**src/rtl/carcontrol_nios2_oci_trace_capture.sv**
```systemverilog
// Trace capture block: snapshots {dct_count, dct_buffer} into a small FIFO whenever the
// trace count advances (or reaches FULL_COUNT). A 4-state FSM gates capture and drains at end of test.
module carcontrol_nios2_oci_trace_capture #(
  parameter int DCT_WIDTH   = 30,
  parameter int COUNT_WIDTH = 4,
  parameter int DEPTH       = 16,
  parameter int MODE        = 0,
  parameter int FULL_COUNT  = 15
) (
  input  logic                               clk,
  input  logic                               reset_n,
  input  logic                               trace_enable,
  input  logic [DCT_WIDTH-1:0]               dct_buffer,
  input  logic [COUNT_WIDTH-1:0]             dct_count,
  input  logic                               test_ending,
  input  logic                               test_has_ended,
  input  logic                               rd_ready,
  output logic                               rd_valid,
  output logic [COUNT_WIDTH+DCT_WIDTH-1:0]   rd_data,
  output logic [$clog2(DEPTH):0]             fill_level,
  output logic                               overflow,
  output logic [15:0]                        drop_count,
  output logic [1:0]                         state,
  output logic                               done
);

  localparam int AW = $clog2(DEPTH);
  localparam int DW = COUNT_WIDTH + DCT_WIDTH;

  typedef enum logic [1:0] {
    IDLE  = 2'd0,
    RUN   = 2'd1,
    DRAIN = 2'd2,
    DONE  = 2'd3
  } stateT;

  stateT                  r_state;
  stateT                  w_stateNext;
  logic [COUNT_WIDTH-1:0] r_prevCount;
  logic [AW-1:0]          r_wrPtr;
  logic [AW-1:0]          r_rdPtr;
  logic [AW:0]            r_fill;
  logic [AW:0]            w_fillNext;
  logic                   r_overflow;
  logic [15:0]            r_dropCount;
  logic [DW-1:0]          r_mem [DEPTH];

  logic w_event;
  logic w_capture;
  logic w_full;
  logic w_pop;
  logic w_write;
  logic w_drop;

  generate
    if (MODE == 0) begin : g_modeAdvance
      assign w_event = (dct_count != r_prevCount) && (dct_count != '0);
    end else begin : g_modeFull
      assign w_event = (dct_count == COUNT_WIDTH'(FULL_COUNT)) &&
                       (r_prevCount != COUNT_WIDTH'(FULL_COUNT));
    end
  endgenerate

  // A capture coinciding with test_ending is discarded outright, so it never counts as a drop.
  assign w_capture = (r_state == RUN) && w_event && !test_ending;
  assign w_full    = (r_fill == (AW+1)'(DEPTH));
  assign w_pop     = rd_valid && rd_ready;
  assign w_write   = w_capture && (!w_full || w_pop);
  assign w_drop    = w_capture && w_full && !w_pop;

  always_comb begin
    w_fillNext = r_fill;
    case ({w_write, w_pop})
      2'b10:   w_fillNext = r_fill + 1'b1;
      2'b01:   w_fillNext = r_fill - 1'b1;
      default: w_fillNext = r_fill;
    endcase
  end

  always_comb begin
    w_stateNext = r_state;
    case (r_state)
      IDLE:  if (trace_enable) w_stateNext = RUN;
      RUN: begin
        if (test_ending)        w_stateNext = DRAIN;
        else if (!trace_enable) w_stateNext = IDLE;
      end
      DRAIN: if (w_fillNext == '0) w_stateNext = DONE;
      DONE:  w_stateNext = DONE;
      default: w_stateNext = IDLE;
    endcase
    if (test_has_ended) w_stateNext = DONE;
  end

  always_ff @(posedge clk or negedge reset_n) begin
    if (!reset_n) begin
      r_state     <= IDLE;
      r_prevCount <= '0;
      r_wrPtr     <= '0;
      r_rdPtr     <= '0;
      r_fill      <= '0;
      r_overflow  <= 1'b0;
      r_dropCount <= '0;
    end else begin
      r_state     <= w_stateNext;
      r_prevCount <= dct_count;
      r_fill      <= w_fillNext;
      if (w_write) r_wrPtr <= r_wrPtr + 1'b1;
      if (w_pop)   r_rdPtr <= r_rdPtr + 1'b1;
      if (w_drop) begin
        r_overflow <= 1'b1;
        if (r_dropCount != 16'hFFFF) r_dropCount <= r_dropCount + 16'd1;
      end
    end
  end

  // Storage is not reset; contents are meaningless whenever rd_valid is low.
  always_ff @(posedge clk) begin
    if (w_write) r_mem[r_wrPtr] <= {dct_count, dct_buffer};
  end

  assign rd_data    = r_mem[r_rdPtr];
  assign rd_valid   = (r_fill != '0);
  assign fill_level = r_fill;
  assign overflow   = r_overflow;
  assign drop_count = r_dropCount;
  assign state      = r_state;
  assign done       = (r_state == DONE);

endmodule

```
**config.mk**
```make
export PLATFORM = sky130hd
export DESIGN_NAME = carcontrol_nios2_oci_trace_capture
export DESIGN_NICKNAME = d
export VERILOG_FILES = /design/src/rtl/carcontrol_nios2_oci_trace_capture.sv
export SDC_FILE = /design/constraint.sdc
export NUM_CORES = 1
export LEC_CHECK = 0
export ABC_AREA = 1
export CAP_MARGIN = 0
export CORE_MARGIN = 3
export CORE_UTILIZATION = 60
export CTS_BUF_LIST = sky130_fd_sc_hd__clkbuf_4 sky130_fd_sc_hd__clkbuf_8
export CTS_CLUSTER_DIAMETER = 80
export DETAILED_ROUTE_END_ITERATION = 12
export DONT_BUFFER_PORTS = 1
export PLACE_DENSITY_LB_ADDON = 0.15
export SLEW_MARGIN = 5
export SYNTH_ARGS = -nofsm -noshare
export SYNTH_HDL_FRONTEND = slang
export SYNTH_SLANG_ARGS = --single-unit
```
**constraint.sdc**
```tcl
create_clock -name clk -period 6.8 [get_ports clk]
set_input_delay 0.68 -clock clk [delete_from_list [all_inputs] [get_ports clk]]
set_output_delay 0.68 -clock clk [all_outputs]
set_load 0.005 [all_outputs]
```
==> metrics.md, run 1 <==
| Metric | Value |
|---|---|
| Status | `finished clean` |
| Die Wd | `between 200 and 250 microns` |
| FF-to-FF path depth | `9` |
| Via density | `6.23` |
| Synth unique cells | `35` |
| Area growth syn-to-layout | `9.92%` |
| Sequential fraction of the synthesis area | `0.746` |
| H-Tree Depth | `3` |
| Fmax | `~0.23 GHz` |
| Mean area per synthesized cell | `14.6 sq um` |
| Leakage power total | `8.65 nW` |
| TritonCTS Buffers | `90` |
| CTS clk-pin slew, worst paths | `0.06 ns` |
| Worst Hold Depth | `0` |
| Switch Pwr | `between 0.003 and 0.004 W` |
| Critical Path Fanout Max | `77` |
| Fin crit share | `0.636` |
| Post-CTS setup buffer count | `0` |
| First-pass GRT wire length | `~80 mm` |
| Crit end category | `primary output` |
| Initial core utilization | `0.611` |
| Clock Tree Root | `clkbuf_8` |
| Max Cap Violations | `0` |
| Largest net degree at the start of global routing | `~120` |
| Final nets | `about 1700` |
| CP Data Arrival Time | `around 3.7 ns` |
| RSZ-0062 raised after global routing | `no` |
| Detailed Place HPWL | `approximately 26 mm` |
| Filler cell count | `2700` |
| Core footprint | `between 30000 and 40000 sq um` |
| Flop pwr share | `0.453` |
| Final setup TNS | `0 ns` |
| CTS Buffer Depth | `3` |
| CTS tree | `built` |
| Die ar. | `40900 sq um` |
| Fin Clk Skew | `between 0.015 and 0.02 ns` |
| # diodes | `0` |
| Logic gate share of total power | `0.251` |
| Setup violations, final | `0` |
| GPL Wtd Cong | `about 0.79` |
| Clock network fraction of design power | `0.297` |
| Die height | `approximately 200 microns` |
| DRT iter0 DRCs | `approximately 1200` |
| PD cells | `about 370 nW/um^2` |
| Synth Cell Area | `23100 sq um` |
| Routed Antenna Nets | `0` |
| All-Layer GR Usage | `0.257` |
| Vias in the first global route | `roughly 14000` |
| Final wirelength | `just over 50 mm` |
| Cell-internal power | `approximately 0.0062 W` |
| CP Class | `register to primary output` |
| Layout cells sized above 1 | `0.122` |
| Minimum clock period after layout | `about 4.3 ns` |
| Clk_lat worst skew | `roughly 0.64 ns` |
| Drt pass-1 iters | `5` |
| Total grt overflow | `0` |
| Detailed-route wire length per cell | `roughly 24 microns` |
| IO buf count | `0` |
| Max-slew violation count | `0` |
| Post-route DRC | `0` |
| Worst-Margin Slew | `~1.2 ns` |
| Final Hold Viols | `0` |
| Maximum vdd drop | `0.211 mV` |
| FF+latch count, synth | `580` |
| Count of boundary I/O pins | `100` |
| Num rows | `71` |
| Clock sink count | `580` |
| Worst EP required | `~6 ns` |
| Sw Ratio | `0.330` |
| Via Count | `13559` |
| Hold slack | `between 0.07 and 0.08 ns` |
| Post-Syn Nets | `about 1600` |
| CP startpoint kind | `register` |
| Slew margin rel. | `0.169` |
| Min-Delay Path Class | `input pin to register` |
| Mapped Cells | `1583` |
| Initial antenna violation count | `0` |
| Synthesis Warnings | `0` |
## layer usage
layer,global-route usage,wire length (microns),share of wire,vias to the layer above
li1,-,-,-,6099
met1,0.350,21300,0.41,6810
met2,0.418,25500,0.49,548
met3,0.0544,3800,0.073,102
met4,0.0898,1310,0.025,0
met5,0,0,0,-
## flip-flops by register name, indices dropped and copies added (netlist names)
register / flops
state: 2
fill_level: 5
drop_count: 16
r_prevCount: 4
r_wrPtr: 4
r_rdPtr: 4
overflow: 1
r_mem: 544
## kinds of logic after synthesis
| kind of cell | count (synthesis) | synth area share |
|---|---|---|
| adder cells (fa/ha/maj) | 10 | 0.00574 |
| XOR/XNOR | 22 | 0.00834 |
| buffers and inverters | 144 | 0.0246 |
| multiplexers | 119 | 0.0517 |
| flip-flops | 580 | 0.746 |
| AND/OR/NAND/NOR | 402 | 0.0719 |
| AO/OA/AOI/OAI | 306 | 0.0917 |
## worst paths after layout
kind                                        startpoint                        end  slack, ns
worst max-delay path            r_rdPtr[0]$_DFFE_PN0N_                 rd_data[0]       2.47
worst min-delay path                      dct_count[0]   r_prevCount[0]$_DFF_PN0_       0.08
worst max register to register    state[0]$_DFFE_PN0P_     r_mem[15][2]$_DFFE_PP_       3.81
worst min register to register    overflow$_DFFE_PN0P_       overflow$_DFFE_PN0P_       0.53
max in group asynchronous                      reset_n     r_rdPtr[0]$_DFFE_PN0N_       6.07
min in group asynchronous                      reset_n  drop_count[3]$_DFFE_PN0P_       0.51
## cell usage after synthesis, drive strengths merged
cell      n  area share
edfxtp  544        0.71
dfrtp    36       0.039
clkbuf   73       0.012
inv      43      0.0070
nor4      1     0.00027
a21oi     4      0.0014
fa        1     0.00087
o41a      1     0.00049
nor2    216       0.036
o211ai   19      0.0062
mux2      3      0.0015
o221ai  116       0.044
o32ai    18      0.0068
o21ai   145       0.031
nor3      7      0.0017
a31oi     1     0.00092
xnor2     4      0.0015
clkinv    1     0.00016
nand4     9      0.0027
buf      27      0.0056
xor2     18      0.0068
nand3    66       0.014
ha        9      0.0049
o22ai     2     0.00054
mux2i   116       0.050
nand2   103       0.017
## worst max-delay path, cell delays in order (launching register included)
cell,delay [ns]
dfrtp_4,0.83
inv_4,0.72
buf_4,0.75
nor2_1,0.11
o221ai_1,0.23
nand3_1,0.10
nand2_1,0.23
## metrics by stage
stage	power [W]	instance area, sq um	utilization	std cells	setup slack, ns
final	0.00929	25400	0.671	2177	2.47
after global routing	0.00978	25400	0.671	2177	2.24
after CTS	0.00936	25400	0.671	2177	2.44
after detailed placement	0.00660	23700	0.626	2020	3.13
after global placement	0.00655	23700	0.626	2020	3.20
after floorplan	0.00594	23100	-	1583	3.51
## final cells by class
cell class                 instances  area (sq um)  share of cell area
clock inverter                    28           161             0.00636
sequential                       580         17200               0.679
clock buffer                     127          1540              0.0604
multi-input combinational        859          5420               0.213
inverter                          44           168             0.00660
timing repair buffer              28           225             0.00887
tap                              511           639              0.0252
## cells in the final DEF (no fill, tap or decap), types with 2 or more instances in the layout
cell,count
clkbuf_8,93
xor2_1,18
nand4_1,8
nor2_1,196
clkbuf_4,34
mux2_2,3
ha_1,9
edfxtp_1,544
nor2_4,17
nand3_1,66
o32ai_1,18
dfrtp_4,3
nor2_2,3
nand2_2,4
mux2i_1,116
o22ai_1,2
inv_2,3
nand2_1,99
dfrtp_1,32
clkinvlp_4,3
clkinv_2,5
nor3_1,6
clkinv_1,17
xnor2_1,4
o211ai_1,19
buf_4,26
o221ai_1,116
inv_1,40
a21oi_1,3
o21ai_0,145
## what timing repair did
action | 4_1_cts | 5_1_grt
hold buffers | 2 | 0
endpoints found under the hold margin | 36 | 0
resized for setup | 0 | 0
## power by group through the flow
stage	clock [W]	combinational (W)	sequential, W
CTS	0.00282	0.00234	0.00420
detailed placement	0	0.00233	0.00427
global placement	0	0.00228	0.00427
finish	0.00275	0.00233	0.00420
floorplan	0	0.00191	0.00403
global route	0.00298	0.00258	0.00422
Power figures use the tool's default switching activity.
==> inputs of run 2 (changes only) <==
Clock period 6.8 ns to 4.4 ns, I/O delays scaled along.
==> run 2 against run 1 <==
  * Worst setup slack worse by 1.6 ns
  * Critical endpoint is now rd_data[21]
  * Largest power group unchanged
  * Clock-buffer cell count unchanged
  * Clock skew shrank 0.0011 ns
  * Sequential power increased by 50%
  * Utilization is 1.2 points higher
==> metrics.md, run 2 (synthesis results as in run 1) <==
| Metric | Value |
|---|---|
| DRT iter0 DRCs | `~1200` |
| CP Class | `register to primary output` |
| Count of boundary I/O pins | `100` |
| GPL Wtd Cong | `roughly 0.78` |
| Largest reg by FF count | `r_mem` |
| Initial antenna violation count | `0` |
| Initial core utilization | `0.611` |
| CTS Buffer Depth | `3` |
| Min-Delay Path Class | `input pin to register` |
| Routed Antenna Nets | `0` |
| Largest net degree at the start of global routing | `160` |
| Die Wd | `a little over 200 microns` |
| Via Count | `about 14000` |
| Via density | `between 6 and 7` |
| Max-slew violation count | `0` |
| Die ar. | `~41000 sq um` |
| Num rows | `approximately 70` |
| CP startpoint kind | `register` |
| Crit end category | `primary output` |
| H-Tree Depth | `3` |
| Fin crit share | `0.811` |
| Core footprint | `between 30000 and 40000 sq um` |
| Total grt overflow | `0` |
| Leakage power total | `8.83 nW` |
| Worst-Margin Slew | `roughly 1.3 ns` |
| TritonCTS Buffers | `90` |
| Commonest non-fill, non-tap cells in the layout | `edfxtp_1 (544), nor2_1 (196), o21ai_0 (145), mux2i_1 (116), o221ai_1 (116)` |
| Final Hold Viols | `0` |
| Status | `finished clean` |
| IO buf count | `0` |
| PD cells | `approximately 570 nW/um^2` |
| Worst EP required | `roughly 4.0 ns` |
| Fin Clk Skew | `0.0187 ns` |
| All-Layer GR Usage | `0.261` |
| Vias in the first global route | `roughly 14000` |
| Fmax | `approximately 0.28 GHz` |
| Final setup TNS | `0 ns` |
| Die height | `just over 200 microns` |
| Clock sink count | `580` |
| CTS tree | `built` |
| First-pass GRT wire length | `between 80 and 90 mm` |
| Detailed-route wire length per cell | `23.8 microns` |
| Clock Tree Root | `clkbuf_8` |
| Detailed Place HPWL | `roughly 29 mm` |
| CP Data Arrival Time | `3.13 ns` |
| Minimum clock period after layout | `between 3 and 4 ns` |
| Clk_lat worst skew | `roughly 0.64 ns` |
| Layout cells sized above 1 | `0.121` |
| Critical Path Fanout Max | `90` |
| Final wirelength | `around 53 mm` |
| Max reg flops | `around 540` |
| CTS clk-pin slew, worst paths | `0.06 ns` |
| Final nets | `1689` |
| Max Cap Violations | `0` |
| Post-route DRC | `0` |
| Filler cell count | `roughly 2700` |
| Drt pass-1 iters | `5` |
| Maximum vdd drop | `between 0.4 and 0.5 mV` |
| # diodes | `0` |
| RSZ-0062 raised after global routing | `no` |
| Slew margin rel. | `0.149` |
| Post-CTS setup buffer count | `0` |
| Hold slack | `about 0.052 ns` |
| Commonest non-fill, non-tap cell in the layout | `edfxtp_1` |
| Area growth syn-to-layout | `11.8%` |
| Setup violations, final | `0` |
==> run 2: metal layers <==
metal | wire [microns] | GRT usage
met4 | 2110 | 0.108
met2 | 26200 | 0.429
met5 | 0 | 0
met1 | 21200 | 0.347
met3 | 3450 | 0.0502
==> run 2: timing repair <==
item                      4_1_cts  5_1_grt
resized for setup               0        0
hold endpoints to repair      586        0
hold buffers                   39        0
==> run 2: power by group <==
part | switching [W] | internal, W | total [W]
Clock | 0.00200 | 0.00230 | 0.00431
Sequential | 0.000204 | 0.00609 | 0.00629
Combinational | 0.00278 | 0.00133 | 0.00411
Total | 0.00499 | 0.00972 | 0.0147
==> run 2: final timing paths <==
path	start	end	slack (ns)	depth (start not counted)
max	r_rdPtr[0]$_DFFE_PN0N_	rd_data[21]	0.83	5
min	test_has_ended	state[0]$_DFFE_PN0P_	0.05	4
max reg2reg	state[0]$_DFFE_PN0P_	r_mem[2][4]$_DFFE_PP_	1.41	9
min reg2reg	overflow$_DFFE_PN0P_	overflow$_DFFE_PN0P_	0.52	2
max in group asynchronous	reset_n	r_rdPtr[0]$_DFFE_PN0N_	3.92	2
min in group asynchronous	reset_n	drop_count[0]$_DFFE_PN0P_	0.25	2
==> run 2: final cells by class <==
class / count / area, sq um / share of cell area
sequential: 580 / 17200 / 0.667
multi-input combinational: 859 / 5420 / 0.210
clock buffer: 127 / 1530 / 0.0592
tap: 511 / 639 / 0.0247
timing repair buffer: 64 / 638 / 0.0247
clock inverter: 37 / 200 / 0.00775
inverter: 44 / 168 / 0.00649
==> run 2: per-stage QoR <==
| step | util | total power (W) | setup WS, ns | cells | instance area, sq um |
|---|---|---|---|---|---|
| 6_report | 0.683 | 0.0147 | 0.829 | 2222 | 25800 |
| 2_1_floorplan | - | 0.00918 | 1.30 | 1583 | 23100 |
| 4_1_cts | 0.683 | 0.0148 | 0.802 | 2222 | 25800 |
| 3_5_place_dp | 0.627 | 0.0104 | 1.39 | 2019 | 23700 |
| 3_3_place_gp | 0.627 | 0.0103 | 1.46 | 2019 | 23700 |
| 5_1_grt | 0.683 | 0.0154 | 0.606 | 2222 | 25800 |
==> run 2: critical path: stages, from the launching register on <==
cell      delay [ns]
dfrtp_4         0.68
buf_4           0.92
nor2_1          0.13
o32ai_1         0.36
o211ai_1        0.16
nand2_1         0.17
==> inputs of run 3 (changes only) <==
Settings changed: ABC_AREA 1 to 0.
Clock period 4.4 ns to 3.66 ns, I/O delays scaled along.
==> run 3 against run 2 <==
  * Cell count is 28% lower
  * Flip-flop and latch count unchanged
  * Die area fell by 2.9%
  * Clock power up 20%
  * Critical path depth rose by 7
  * Highest routed layer is now met5
  * Register-to-register slack worse by 1.2 ns
  * Sequential power increased by 25%
  * Sequential share of layout area grew 1.2 points
  * Critical endpoint is now state[0]$_DFFE_PN0P_
==> metrics.md, run 3 <==
| Metric | Value |
|---|---|
| IO buf count | `0` |
| Commonest cells post-synth | `edfxtp_1 (544), mux4_2 (170), dfrtp_1 (36), xnor2_1 (26), nand2_1 (18)` |
| Worst reg2reg setup slack | `slightly below 0.2 ns` |
| Max incr delay on CP | `between 0.4 and 0.5 ns` |
| Slew margin rel. | `0.184` |
| Delay-heaviest family, CP | `simple AND/OR/NAND/NOR gates` |
| CTS clk-pin slew, worst paths | `approximately 0.06 ns` |
| Final nets | `1110` |
| Post-synthesis compound-gate area fraction | `0.00363` |
| Top_reg_cell synth | `edfxtp_1` |
| Synth Cell Area | `22400 sq um` |
| Layout cells sized above 1 | `0.332` |
| Setup violations, final | `0` |
| Largest family of logic cells by synthesized area | `multiplexers` |
| Reg2Reg Launch Point | `fill_level[1]$_DFF_PN0_` |
| H-Tree Depth | `3` |
| Post-CTS setup buffer count | `0` |
| Fin crit share | `0.946` |
| Synth Area in Simple Gates | `0.0229` |
| Fin Clk Skew | `0.0244 ns` |
| Hold slack | `0.0709 ns` |
| Via Count | `around 10000` |
| Final wirelength | `approximately 44 mm` |
| Die Wd | `about 200 microns` |
| Min-Delay Path Class | `input pin to register` |
| Commonest non-fill, non-tap cell in the layout | `edfxtp_1` |
| Crit path max-delay cell type | `nor4_4` |
| Die ar. | `around 40000 sq um` |
| Post-route DRC | `0` |
| Post-Synth XOR/XNOR Area | `0.0109` |
| Area growth syn-to-layout | `13.3%` |
| Number of flops mapped to enable cells by yosys | `roughly 540` |
| Worst Hold Depth | `2` |
| Synthesis Warnings | `0` |
| FF+latch count, synth | `580` |
| Die height | `199 microns` |
| Vias in the first global route | `between 10000 and 15000` |
| Core footprint | `between 30000 and 40000 sq um` |
| Place WS | `roughly 0.30 ns` |
| CTS Buffer Depth | `3` |
| Maximum vdd drop | `a little under 0.6 mV` |
| Adder-Cell Fraction of Synth Area | `0.00592` |
| Count of boundary I/O pins | `100` |
| Num rows | `70` |
| Worst r2r dst | `state[0]$_DFFE_PN0P_` |
| CTS tree | `built` |
| Synth unique cells | `roughly 50` |
| PD cells | `between 600 and 700 nW/um^2` |
| Max Cap Violations | `0` |
| Final setup TNS | `0 ns` |
| Most used cell, CP | `nand2b_1` |
| Largest net degree at the start of global routing | `45` |
| Mapped Cells | `approximately 940` |
| Crit end category | `register` |
| Final Hold Viols | `0` |
| Detailed Place HPWL | `~25 mm` |
| CP Cell Sequence | `nor4_4 > nand2b_1 > and2_4 > nand2b_1 > inv_1 > ha_1 > nor2b_1 > o21a_1 > or3b_1 > o221ai_1 > o211ai_1 > o31ai_1` |
| Worst-Margin Slew | `1.22 ns` |
| Max-slew violation count | `0` |
| Most common cell in the netlist | `edfxtp_1` |
| Via density | `roughly 6.4` |
| CP Data Arrival Time | `roughly 4 ns` |
| FF-to-FF path depth | `12` |
| Critical hold path startpoint | `trace_enable` |
| All-Layer GR Usage | `0.234` |
| Sequential fraction of the synthesis area | `0.769` |
| Final Util | `0.692` |
| Post-Syn Nets | `between 900 and 1000` |
| Initial antenna violation count | `3` |
| Async SR Flop Fraction | `0.0621` |
| Initial core utilization | `0.611` |
| Final worst slack | `0.196 ns` |
| Area share of the largest cell type after synthesis | `0.729` |
| CP startpoint kind | `register` |
| Leakage power total | `8.16 nW` |
| Clock sink count | `580` |
| DRT iter0 DRCs | `between 800 and 900` |
| Commonest non-fill, non-tap cells in the layout | `edfxtp_1 (544), mux4_2 (170), clkbuf_8 (89), dlygate4sd3_1 (39), dfrtp_1 (32)` |
| Total grt overflow | `0` |
| Critical Path Fanout Max | `6` |
| Pwr Total | `around 0.017 W` |
| Clock Tree Root | `clkbuf_8` |
| TritonCTS Buffers | `88` |
| Buf/Inv on CP | `1` |
| Post-synthesis mux area share | `0.174` |
| RSZ-0062 raised after global routing | `no` |
| CP Class | `register to register` |
| Status | `finished clean` |
| Largest reg by FF count | `r_mem` |
| Detailed-route wire length per cell | `approximately 28 microns` |
| GPL Wtd Cong | `0.809` |
| Drt pass-1 iters | `5` |
| Fmax | `slightly below 0.3 GHz` |
| Cts repair resizes | `0` |
| Clk_lat worst skew | `approximately 0.63 ns` |
| Worst Hold Endpoint | `state[0]$_DFFE_PN0P_` |
| First-pass GRT wire length | `about 68 mm` |
| Routed Antenna Nets | `0` |
| Minimum clock period after layout | `roughly 3.5 ns` |
| Mean area per synthesized cell | `23.8 sq um` |
| Max reg flops | `544` |
| Top cells by area, synth | `edfxtp_1 (73%), mux4_2 (17%), dfrtp_1 (4.0%), xnor2_1 (1.0%), buf_6 (0.65%)` |
| Synth area leader | `edfxtp_1` |
| Worst EP required | `approximately 4.2 ns` |
-- run 3: changes by cell type in the layout (fill, tap and decap cells not counted), sizes merged, moves of 35 or more --
cell,delta
inv,-35
mux2i,-115
mux4,+170
nand2,-85
nand3,-63
nor2,-205
o21ai,-143
o221ai,-115
-- run 3: timing repair --
| item | 4_1_cts | 5_1_grt |
|---|---|---|
| hold buffers | 40 | 0 |
| endpoints found under the setup margin | 0 | 0 |
| endpoints found under the hold margin | 588 | 0 |
-- run 3: worst max-delay path by stage --
stage / cells past startpoint / endpoint / startpoint / slack (ns)
after floorplan: 6 / r_mem[10][0]$_DFFE_PP_ / state[1]$_DFFE_PN0P_ / 0.33
after global placement: 12 / state[0]$_DFFE_PN0P_ / fill_level[1]$_DFF_PN0_ / 0.57
after detailed placement: 12 / state[0]$_DFFE_PN0P_ / fill_level[1]$_DFF_PN0_ / 0.30
after CTS: 3 / rd_data[20] / r_rdPtr[0]$_DFFE_PN0N_ / 0.10
after global routing: 3 / rd_data[17] / r_rdPtr[0]$_DFFE_PN0N_ / 0.02
final: 12 / state[0]$_DFFE_PN0P_ / fill_level[1]$_DFF_PN0_ / 0.20
-- run 3: logic make-up after synthesis --
family | Yosys count
flip-flops | 580
multiplexers | 175
AND/OR/NAND/NOR | 84
buffers and inverters | 53
XOR/XNOR | 28
AO/OA/AOI/OAI | 12
adder cells (fa/ha/maj) | 10
-- run 3: cell type report --
type	count	area, sq um
clock inverter	44	308
antenna	2	5.00
tap	468	586
inverter	11	41.3
sequential	580	17200
multi-input combinational	309	4910
clock buffer	114	1410
fill	2116	11300
timing repair buffer	70	886
-- run 3: routing by layer --
layer	vias to the layer above	GRT usage	wire, microns
met3	75	0.0567	3650
met5	-	0	27
met2	469	0.369	22100
met4	4	0.0757	962
li1	4244	-	-
met1	5418	0.334	17600
-- run 3: metrics by stage --
step / instance area (sq um) / std cells
global route: 25400 / 1597
floorplan: 22400 / 942
global placement: 23300 / 1398
detailed placement: 23300 / 1398
CTS: 25400 / 1596
finish: 25400 / 1598
-- run 3: power by group --
part           total [W]  internal [W]  switching, W
sequential       0.00787       0.00731      0.000558
combinational    0.00366       0.00215       0.00152
clock            0.00517       0.00281       0.00236
